`config.mk`:
```
export PLATFORM = sky130hd
export DESIGN_NAME = serial_magnitude_comparator
export DESIGN_NICKNAME = d
export VERILOG_FILES = /design/src/rtl/serial_magnitude_comparator.sv
export SDC_FILE = /design/constraint.sdc
export NUM_CORES = 1
export LEC_CHECK = 0
export CORE_UTILIZATION = 35
export CTS_BUF_LIST = sky130_fd_sc_hd__clkbuf_8
export CTS_CLUSTER_DIAMETER = 200
export DETAILED_ROUTE_END_ITERATION = 7
export GPL_TIMING_DRIVEN = 0
export PLACE_DENSITY = 0.58
export SYNTH_ARGS = -nofsm -noshare
export SYNTH_HDL_FRONTEND = slang
export SYNTH_SLANG_ARGS = --single-unit
```
`constraint.sdc`:
```
create_clock -name clk -period 2.7 [get_ports clk]
set_input_delay 0.675 -clock clk [delete_from_list [all_inputs] [get_ports clk]]
set_output_delay 0.675 -clock clk [all_outputs]
set_load 0.005 [all_outputs]
```
`src/rtl/serial_magnitude_comparator.sv`:
```
// Multi-cycle unsigned magnitude comparator: walks 2-bit slices MSB first,
// stopping at the first differing slice; result flags are held until the next start.
module serial_magnitude_comparator #(
  parameter int WIDTH = 8
) (
  input  logic             clk,
  input  logic             rst_n,
  input  logic             start,
  input  logic [WIDTH-1:0] A,
  input  logic [WIDTH-1:0] B,
  output logic             busy,
  output logic             done,
  output logic             A_eq_B,
  output logic             A_lt_B,
  output logic             A_gt_B
);

  localparam int NS = WIDTH / 2;
  localparam int PW = (NS > 1) ? $clog2(NS) : 1;

  typedef enum logic [1:0] {IDLE, COMPARE, DONE} state_t;

  state_t           state;
  logic [WIDTH-1:0] a_reg;
  logic [WIDTH-1:0] b_reg;
  logic [PW-1:0]    ptr;
  logic [1:0]       slice_a;
  logic [1:0]       slice_b;

  always_comb begin
    slice_a = a_reg[{ptr, 1'b0} +: 2];
    slice_b = b_reg[{ptr, 1'b0} +: 2];
  end

  always_ff @(posedge clk or negedge rst_n) begin
    if (!rst_n) begin
      state  <= IDLE;
      a_reg  <= '0;
      b_reg  <= '0;
      ptr    <= '0;
      busy   <= 1'b0;
      done   <= 1'b0;
      A_eq_B <= 1'b0;
      A_lt_B <= 1'b0;
      A_gt_B <= 1'b0;
    end else begin
      done <= 1'b0;
      case (state)
        IDLE, DONE: begin
          if (start) begin
            a_reg  <= A;
            b_reg  <= B;
            ptr    <= PW'(NS - 1);
            A_eq_B <= 1'b0;
            A_lt_B <= 1'b0;
            A_gt_B <= 1'b0;
            busy   <= 1'b1;
            state  <= COMPARE;
          end else begin
            busy  <= 1'b0;
            state <= IDLE;
          end
        end
        COMPARE: begin
          // start is deliberately not looked at here: latched operands stay put
          if (slice_a > slice_b) begin
            A_gt_B <= 1'b1;
            done   <= 1'b1;
            busy   <= 1'b0;
            state  <= DONE;
          end else if (slice_a < slice_b) begin
            A_lt_B <= 1'b1;
            done   <= 1'b1;
            busy   <= 1'b0;
            state  <= DONE;
          end else if (ptr == '0) begin
            A_eq_B <= 1'b1;
            done   <= 1'b1;
            busy   <= 1'b0;
            state  <= DONE;
          end else begin
            ptr <= ptr - PW'(1);
          end
        end
        default: begin
          busy  <= 1'b0;
          state <= IDLE;
        end
      endcase
    end
  end

endmodule

```
Word level (Yosys, flattened, before mapping)
Index checks and enable logic that the tools add are counted.
{"block": "word_totals", "output_inout_bits": 5, "wordCells": 62, "register_bits": 25, "inputBits": 19}
{"block": "classes", "add_sub_neg": 1, "muxes": 29, "shifts": 2, "order_cmp": 2, "n_reduce_logical": 9, "eq_ne": 10}
{"cell": "$mux W1", "count": 16}
{"cell": "$shiftx A8 B4 Y2", "count": 2}
{"cell": "$mux W2", "count": 7}
{"cell": "$ne A2 B2 Y1 const B", "count": 7}
{"cell": "$reduce_and A5 Y1", "count": 2}
{"cell": "$pmux W1 S2", "count": 4}
{"cell": "$pmux W2 S2", "count": 2}
{"cell": "$logic_not A2 Y1", "count": 2}
{"cell": "$ne A4 B4 Y1 const B", "count": 1}
{"cell": "$reduce_and A4 Y1", "count": 1}
{"cell": "$reduce_and A3 Y1", "count": 1}
{"cell": "$eq A2 B1 Y1 const B", "count": 1}
{"cell": "$eq A2 B2 Y1 const B", "count": 1}
{"cell": "$gt A2 B2 Y1", "count": 1}
{"cell": "$lt A2 B2 Y1", "count": 1}
{"cell": "$reduce_and A2 Y1", "count": 1}
{"cell": "$reduce_bool A2 Y1", "count": 1}
{"cell": "$reduce_or A2 Y1", "count": 1}
{"cell": "$sub A2 B1 Y2 const B", "count": 1}

Longest topological paths before layout
{"block": "logic_depth", "word_depth": 5, "mapped_depth": 7, "ltp_nobuf": 6}

Worst setup path after synthesis
Ideal clock, no wire load.
{"block": "synth_path", "kind": "register to register", "start": "reg ptr[0]", "end": "reg ptr[0]", "setup_ns": 0.079, "synth_period_minus_slack_ns": 1.975, "setup_slack_ns": 0.725, "arrival_time_ns": 1.895, "required_ns": 2.621, "path_stages_with_launch": 7, "n_path_buf": 1, "cell_sequence": "dfrtp_1 -> buf_2 -> mux4_2 -> ha_1 -> nand2_1 -> nor4_4 -> mux2i_1"}
{"block": "synth_between", "elab_chain_len": 5}
{"item": "start: declaration", "line_no": "26", "rtl": "logic [PW-1:0] ptr;"}
{"item": "start signal: assignment", "line_no": "53", "rtl": "ptr <= PW'(NS - 1);"}
{"item": "start signal: assignment", "line_no": "82", "rtl": "ptr <= ptr - PW'(1);"}
{"item": "parallel branches: the longest is 5 deep, another holds $lt A2 B2 Y1"}
Parallel ways; which one is timed is not known. The select of a mux whose other input is x is not followed.
A chain may end at the register's enable or synchronous reset.

Final worst setup path
Same ends and word-level chain as after synthesis.

==> impl_metrics.ini <==
[route]
tritonroute_pass_1_iters = 4
ant_nets = 0
met3RoutedLength_um = 89
drc = 0
via_per_inst = 4.386
detailed_route_via_count = 807
detailroute.wirelength.met2_um = 954
drt_first_iter_violations = 25
drt-wirelength-per-cell_um = 10.95
dr.max_layer_used = met4
wirelength_um = 2014
wl_met1_um = 911

[place]
post_place_setup_slack_ps = 546.0
io_buffer_count = 23
dpl_cell_area_sq_um = 1426
hpwlAfterDp_um = 1439
gp_routability_congestion = 0.7453
post_placement_cell_count = 180

[floorplanning]
area_of_the_core_sq_um = 3078
io_pins = 24
dieWidth_um = 59.10
die_y_um = 59.10
start_util_pct = 37.07
die-area_sq_um = 3493
std_cell_rows = 20

[final_layout]
layout.cell_area.non_filler_sq_um = 1471
drive_above_1_share_pct = 9.286
layout.core_utilization_pct = 47.80
fin_nets = 163
area_growth_from_synthesis_to_layout_pct = 28.95
antennaDiodeCount = 0
final_cells = 184

[sta]
final_period_minus_worst_setup_slack_ps = 2141
totalNegativeSetupSlack_ps = 0
rsz_0062_raised_after_global_routing = false
worst_slew_margin_rel_pct = 25.52
final-max-slew-violation-count = 0
final.period_utilization_pct = 79.29
hold_ws_ps = 475.3
final.setup_skew_ps = 3.203
tightest_slew_ps = 1114
final_critical_path_setup_slack_ps = 559.1
achievable-frequency_mhz = 467.1
report.final.hold_viol_count = 0
final-setup-viol-count = 0

[critical_path]
crit_reg_reg_startpoint = ptr[0]$_DFFE_PN0P_
endpoint_of_the_worst_slack_reg_to_reg_timing_path = ptr[0]$_DFFE_PN0P_
critical-path-slowest-cell = mux4_2
delay_of_the_slowest_cell_on_the_worst_path_ps = 530
crit_required_ps = 2900
crit_path_start_kind = register
worst_setup_path_end_kind = register
timing.setup.critical_path_class = reg2reg
timing.critical_path.fanout_max = 7
worst_r2r_path_depth = 6
regToRegSetupSlack_ps = 560
timing.critical_path.arrival_ps = 2340
timing.critical_path.cells = buf_2, mux4_2, ha_1, nand2_1, nor4_4, mux2i_1
worstPathBufferInverterCount = 1
critPathTopFamily = multiplexers

[global_routing]
antenna_found_initial = 0
first_global_vias = 831
grt_max_degree = 26
track_usage_pct = 14.29
global_route_wire_length_before_repair_um = 3560
grt_remaining_overflow = 0

[logic_synthesis]
synthesis.nets = 135
postSynth.asyncResetShare_pct = 100.0
synth_edf_count = 0
ys_dominant_reg_cell = dfrtp_1
synth.largest_area_cell = dfrtp_1
synth_top_cells_by_count = 51 x nand2_1, 25 x dfrtp_1, 5 x inv_1
netlist_area_pre_place_sq_um = 1141
synth_sequential_area_ratio_pct = 54.82
netlist_top_cells_area = dfrtp_1 55%, nand2_1 17%, mux4_2 7.9%
ys_types = 20
synthesis.instances = 113
synth_largest_type_area_fraction_pct = 54.82
synth_most_common_cell = nand2_1
synthesis.yosys.warnings = 0
synth_area_per_cell_sq_um = 10.10
ys_seq_elements = 25

[cts]
tritoncts_clock_tree = done
worst_skew_pair.late_latency_ps = 270
cts.htree.levels = 1
cts_hold_repair.buffers = 0
clock-sinks = 25
cts-root-to-sink-buffers = 2
cts-resized-gates = 0
post_cts_buffers = 0
cts-root-buf = clkbuf_8
clk_pin_slew_worst_paths_ps = 80
cts_buffers = 3

[hold_path]
worstHoldPathType = reg2reg
worstHoldEndpoint = a_reg[6]$_DFFE_PN0P_
min_path_cells = 2
holdCritStartpoint = a_reg[6]$_DFFE_PN0P_

[run]
max_cap_check_violation_count = 0

[outcome]
status = finished, final reports clean

[power_and_ir_drop]
ir_drop_mv = 0.3365
total_power_mw = 1.506
power_per_cell_area_nw_per_um2 = 1024
p_leak_nw = 0.7198
placed cells by master (no fill, tap or decap), drive strengths merged:
| cell | count |
|---|---|
| buf | 4 |
| nor4 | 1 |
| or2 | 1 |
| clkdlybuf4s50 | 23 |
| inv | 6 |
| nor2 | 4 |
| nor2b | 3 |
| clkbuf | 4 |
| nor4b | 1 |
| nand2 | 51 |
| o21a | 2 |
| dfrtp | 25 |
| mux4 | 4 |
| ha | 3 |
| a21o | 1 |
| o2111ai | 1 |
| nand2b | 2 |
| mux2i | 2 |
| nor3 | 2 |
layout make-up:
class | count | area [sq um]
Buffer | 5 | 26.28
Tap cell | 44 | 55.05
Timing Repair Buffer | 23 | 230.2
Fill cell | 322 | 1607
Clock buffer | 3 | 41.29
Inverter | 5 | 18.77
Clock inverter | 1 | 3.754
Multi-Input combinational cell | 78 | 470.5
Sequential cell | 25 | 625.6
worst max-delay path by stage:
stage / to / depth (start not counted) / startpoint / slack (ps)
6_report: ptr[0]$_DFFE_PN0P_ / 6 / ptr[0]$_DFFE_PN0P_ / 560
5_1_grt: ptr[1]$_DFFE_PN0P_ / 6 / ptr[0]$_DFFE_PN0P_ / 410
4_1_cts: ptr[0]$_DFFE_PN0P_ / 6 / ptr[0]$_DFFE_PN0P_ / 520
3_5_place_dp: ptr[0]$_DFFE_PN0P_ / 6 / ptr[0]$_DFFE_PN0P_ / 550
3_3_place_gp: ptr[1]$_DFFE_PN0P_ / 6 / ptr[0]$_DFFE_PN0P_ / 550
2_1_floorplan: ptr[0]$_DFFE_PN0P_ / 6 / ptr[0]$_DFFE_PN0P_ / 730
logic make-up after synthesis:
logic type | synth area share, %
and+or+nand+nor | 25.55
DFF | 54.82
buffers and inverters | 3.947
muxes | 9.650
AOI/OAI and AO/OA | 2.741
adders and majority gates | 3.290
tightest hold or removal path: stages, from the launching register on:
cell and delay [ps]:
dfrtp_1 340, nand2_1 50, nand2_1 60
power breakdown:
group	internal [mW]	leakage, nW	switching, mW
logic	0.332	0.387	0.334
registers	0.531	0.306	0.0878
clock network	0.102	0.0269	0.119
total	0.965	0.720	0.541
layer usage:
metal | up-vias | global-route usage (%)
li1 | 413 | -
met1 | 367 | 16.36
met2 | 22 | 23.86
met3 | 5 | 2.838
met4 | 0 | 10.20
met5 | - | 0
Power figures use the tool's default switching activity.
